`src/rtl/mstr_seq_fault_log.sv`:
```
// Fault-onset logger for the master power sequencer: edge-detects 7 active-low flags,
// queues {code, state, ms timestamp} records in a FWFT FIFO. Option: MSTR_FLT_LOG_IDLE_MASK_EN.
module mstr_seq_fault_log #(
  parameter int LOG_DEPTH_W = 2,
  parameter int TS_W        = 16
) (
  input  logic              iClk,
  input  logic              iRst,
  input  logic              iTick_1ms,
  input  logic [3:0]        iFSM_state,
  input  logic [6:0]        iFlt_n,
  input  logic              iClear_log,
  input  logic              iRd_ack,
  output logic              oRd_valid,
  output logic [8+TS_W-1:0] oRd_data,
  output logic [3:0]        oFirst_code,
  output logic              oFault_any,
  output logic              oOverflow
);

  localparam int         DEPTH      = 1 << LOG_DEPTH_W;
  localparam logic [3:0] STATE_IDLE = 4'h9;

  logic [6:0]           prev;
  logic [6:0]           pend;
  logic [6:0]           flt_edge;
  logic [6:0]           serve;
  logic [3:0]           serve_code;
  logic [TS_W-1:0]      ts;
  logic [LOG_DEPTH_W:0] wptr;
  logic [LOG_DEPTH_W:0] rptr;
  logic [8+TS_W-1:0]    mem [DEPTH];
  logic                 empty;
  logic                 full;
  logic                 pop;
  logic                 push;
  logic                 drop;

  always_comb begin
    flt_edge = prev & ~iFlt_n;
`ifdef MSTR_FLT_LOG_IDLE_MASK_EN
    if (iFSM_state == STATE_IDLE) flt_edge = '0;
`endif
  end

  // Lowest pending flag wins; the rest wait for following cycles.
  always_comb begin
    serve      = pend & (~pend + 7'd1);
    serve_code = 4'd0;
    for (int i = 6; i >= 0; i--) begin
      if (pend[i]) serve_code = 4'(i + 1);
    end
  end

  always_comb begin
    empty = (wptr == rptr);
    full  = (wptr[LOG_DEPTH_W] != rptr[LOG_DEPTH_W]) &&
            (wptr[LOG_DEPTH_W-1:0] == rptr[LOG_DEPTH_W-1:0]);
    pop   = iRd_ack & ~empty;
    // A pop frees the head slot in the same cycle, so a full FIFO still accepts the push.
    push  = (|pend) & (~full | pop);
    drop  = (|pend) & full & ~pop;
  end

  assign oRd_valid = ~empty;
  assign oRd_data  = empty ? '0 : mem[rptr[LOG_DEPTH_W-1:0]];

  always_ff @(posedge iClk) begin
    if (iRst) begin
      prev        <= 7'h7F;
      pend        <= '0;
      ts          <= '0;
      wptr        <= '0;
      rptr        <= '0;
      oFirst_code <= 4'd0;
      oFault_any  <= 1'b0;
      oOverflow   <= 1'b0;
    end else begin
      // prev tracks through a clear so a flag held low is not logged again.
      prev       <= iFlt_n;
      oFault_any <= ~&iFlt_n;
      if (iClear_log) begin
        pend        <= '0;
        ts          <= '0;
        wptr        <= '0;
        rptr        <= '0;
        oFirst_code <= 4'd0;
        oOverflow   <= 1'b0;
      end else begin
        pend <= (pend | flt_edge) & ~serve;
        if (iTick_1ms && (ts != '1)) ts <= ts + 1'b1;
        if (pop) rptr <= rptr + 1'b1;
        if (push) wptr <= wptr + 1'b1;
        if (push && (oFirst_code == 4'd0)) oFirst_code <= serve_code;
        if (drop) oOverflow <= 1'b1;
      end
    end
  end

  always_ff @(posedge iClk) begin
    if (!iRst && !iClear_log && push) begin
      mem[wptr[LOG_DEPTH_W-1:0]] <= {serve_code, iFSM_state, ts};
    end
  end

endmodule
```
`config.mk`:
```
export PLATFORM = sky130hd
export DESIGN_NAME = mstr_seq_fault_log
export DESIGN_NICKNAME = d
export VERILOG_FILES = /design/src/rtl/mstr_seq_fault_log.sv
export SDC_FILE = /design/constraint.sdc
export NUM_CORES = 1
export LEC_CHECK = 0
export CELL_PAD_IN_SITES_DETAIL_PLACEMENT = 1
export CELL_PAD_IN_SITES_GLOBAL_PLACEMENT = 1
export CORE_UTILIZATION = 43
export DETAILED_ROUTE_END_ITERATION = 12
export GPL_TIMING_DRIVEN = 1
export PLACE_DENSITY_LB_ADDON = 0.25
export SETUP_SLACK_MARGIN = 0.4
export SYNTH_ARGS = -nofsm -noshare
export SYNTH_HDL_FRONTEND = slang
export SYNTH_SLANG_ARGS = --single-unit
export TNS_END_PERCENT = 50
```
`constraint.sdc`:
```
create_clock -name iClk -period 8.9 [get_ports iClk]
set_clock_uncertainty 0.2 [all_clocks]
set_input_delay 1.78 -clock iClk [delete_from_list [all_inputs] [get_ports iClk]]
set_output_delay 1.78 -clock iClk [all_outputs]
set_load 0.03 [all_outputs]
```
==> impl_results.md <==
- Worst Path Max Fanout: 23
- R2R setup slack: 5.88 ns
- Fin cells: 611
- Clk_lat worst skew: 0.42 ns
- Placed insts: 579
- Layout cells sized above 1: 0.1580
- Postcts setup bufs: 0
- Vias per std cell: 5.511
- Post-DP HPWL: 7242 um
- Area grow syn2layout: 21.23%
- Cells after synthesis: 378
- Logic pwr share: 0.057
- Largest family of logic cells by synthesized area: simple AND/OR/NAND/NOR gates
- Post-route DRC: 0
- Area leader, netlist: edfxtp_1
- Status: finished, final reports clean
- Worst setup EP type: output pin
- YS warnings: 0
- Pwr per Cell Area: 215.3 nW/um2
- R2r startpoint: wptr[0]
- Syn_area_per_cell: 14.48 um2
- Post-Synth Simple-Gate Area: 0.1325
- CTS Root Cell: clkbuf_16
- Final max-slew violation count: 0
- Fill cells: 1235
- Number of detailed-route iterations in the first pass: 4
- R2R depth: 4
- CP startpoint kind: register
- Critical path class: reg -> out
- Core Region: 12210 um2
- Relative slew slack: 0.1471
- Row count: 40
- Hold Path Class: reg -> reg
- Gates resized, CTS repair: 0
- Synth Register Bits: 135
- Hold buffers post-CTS: 0
- Register area share after synthesis: 0.6618
- Largest net degree at the start of global routing: 33
- Synth unique cells: 43
- Internal Pwr Total: 0.001118 W
- Global-route wire length before repair: 18890 um
- Final TNS setup: 0 ns
- Final hold violations: 0
- Die H: 114.8 um
- Sw Pwr: 0.0003113 W
- CTS clock-pin slew for the worst setup and hold paths: 0.06 ns
- Max cap viols: 0
- Initial antenna violation count: 0
- Routability cong.: 0.7374
- Drt initial violations: 213
- WL per Instance: 18.92 um
- Final worst-path cycle share: 0.5416
- Max Clk Rate: 207.5 MHz
- Antenna Nets Post-Route: 0
- Die width: 114.8 um
- P_leak: 2.153 nW
- Synth Area in XOR/XNOR: 0.009598
- TritonCTS buffer count: 17
- Worst IR Drop VDD: 0.08097 mV
- Post-synthesis cell area: 5475 um2
- Clock power frac: 0.464
- Critical Path AT: 2.84 ns
- Worst R2R End: mem[0][8]
- # IOs: 47
- CP Data Required Time: 6.92 ns
- Grt ovf: 0
- Compound-Gate Fraction of Synth Area: 0.06124
- Initial core utilization: 0.4484
- # setup viols final: 0
- Final layout net count: 452
- TritonCTS clock tree: done
- CTS H-tree lvls: 4
- Slew @ Worst Pin: 1.279 ns
- Power after layout: 0.001429 W
- Sw Ratio: 0.2178
- Critical path endpoint: oRd_data[4]
- Diodes inserted: 0
- RSZ-0062 raised after global routing: no
- Final core occ: 0.5435
- DIE AREA: 13190 um2
- Min Tclk post-route: 4.820 ns
- Vias in the first global route: 3600
- Synth Area in Adders: 0.01371
- Synth top area share: 0.5046
- Final wirelength: 11560 um
- Mux share of post-synthesis cell area: 0.09461
- IO buf count: 44
- Flop pwr share: 0.478
- TritonCTS Sinks: 135
- Dominant cells by area after synthesis: edfxtp_1 50%, dfxtp_1 16%, mux4_2 9.5%, nor2b_1 2.9%, a21oi_1 2.2%
- Via count: 3367
- GRT Total Usage: 0.1955
- CTS max path bufs: 2
==> how the worst min path moves through the flow <==
stage,start,to,depth (start not counted)
after floorplan,prev[0],pend[0],1
after global placement,prev[0],pend[0],1
after detailed placement,prev[0],pend[0],1
after CTS,prev[0],pend[0],1
after global routing,prev[0],pend[0],1
final,prev[0],pend[0],1
==> sequential cells by signal, indices dropped and copies added, names as in the netlist, named ones only <==
name	count
pend	7
oFirst_code	3
prev	7
oFault_any	1
wptr	3
rptr	3
ts	16
mem	92
oOverflow	1
==> cell usage in the layout (no fill, tap or decap), types with 8 or more instances in the layout <==
cell,instances
a21oi_1,24
clkbuf_16,17
clkdlybuf4s50_1,44
dfxtp_1,43
edfxtp_1,92
inv_1,10
mux4_2,23
nand2_1,12
nand3_1,11
nor2_1,17
nor2b_1,25
nor3_1,8
o21ai_0,13
or2_2,8
==> layout make-up <==
class	instances	area, um2	share of cell area
clock buffers	18	429.2	0.06466
well taps	168	210.2	0.03167
repair buffers	49	478.0	0.07201
inverters	10	37.54	0.005655
flip-flops and latches	135	3623	0.5459
multi-input cells	217	1725	0.2599
clock inverters	14	133.9	0.02017
==> Yosys cell counts <==
cell and count:
a21oi_1 24, a311oi_1 2, a31oi_1 1, a32o_1 3, a41oi_1 1, and2_1 1, and3_1 5, and4_1 2
and4_2 1, buf_2 2, buf_4 2, buf_6 4, clkbuf_1 9, conb_1 1, dfxtp_1 43, edfxtp_1 92
ha_1 6, inv_1 10, mux4_2 23, nand2_1 12, nand3_1 11, nand3b_1 1, nand4_1 7, nand4_2 1
nor2_1 17, nor2b_1 25, nor3_1 9, nor3b_1 3, nor4_1 7, nor4b_1 2, o211ai_1 1, o21ai_0 13
o311ai_0 3, o31ai_1 6, o41ai_1 1, or2_2 8, or3_1 4, or3_2 1, or3b_2 1, or4_1 6
or4_4 1, xnor2_1 1, xor2_1 5
==> worst max-delay path, stage by stage, from the launching register on <==
cell	delay [ns]
dfxtp_1	1.09
mux4_2	0.39
nor2b_1	0.22
clkdlybuf4s50_1	0.71
==> layer usage <==
metal / global-route usage / routed length (um) / vias to the layer above
li1: - / - / 1570
met1: 0.2483 / 5291 / 1701
met2: 0.3217 / 5636 / 78
met3: 0.04217 / 413 / 18
met4: 0.09091 / 219 / 0
met5: 0 / 0 / -
==> power groups by stage <==
stage	registers (W)	clock network (W)	logic, W
floorplan	0.000696	0	0.0000498
global placement	0.000696	0	0.0000806
detailed placement	0.000697	0	0.0000829
CTS	0.000683	0.000674	0.0000839
global route	0.000684	0.000700	0.0000899
finish	0.000683	0.000664	0.0000820
==> logic make-up after synthesis <==
| logic type | after synthesis |
|---|---|
| flops | 135 |
| simple gates | 125 |
| compound gates | 55 |
| buf+inv | 27 |
| mux | 23 |
| fa+ha+maj | 6 |
| xor+xnor | 6 |
| other cells | 1 |
==> metrics by stage <==
stage / worst slack [ns] / hold WS (ns) / area, um2
after global placement: 4.225 / 0.2492 / 6075
after global routing: 3.953 / 0.2756 / 6638
after CTS: 4.004 / 0.2682 / 6638
after floorplan: 3.596 / 0.2431 / 5479
final: 4.080 / 0.2624 / 6638
after detailed placement: 4.115 / 0.2604 / 6075
No activity file was read; power rests on OpenSTA's default activity.
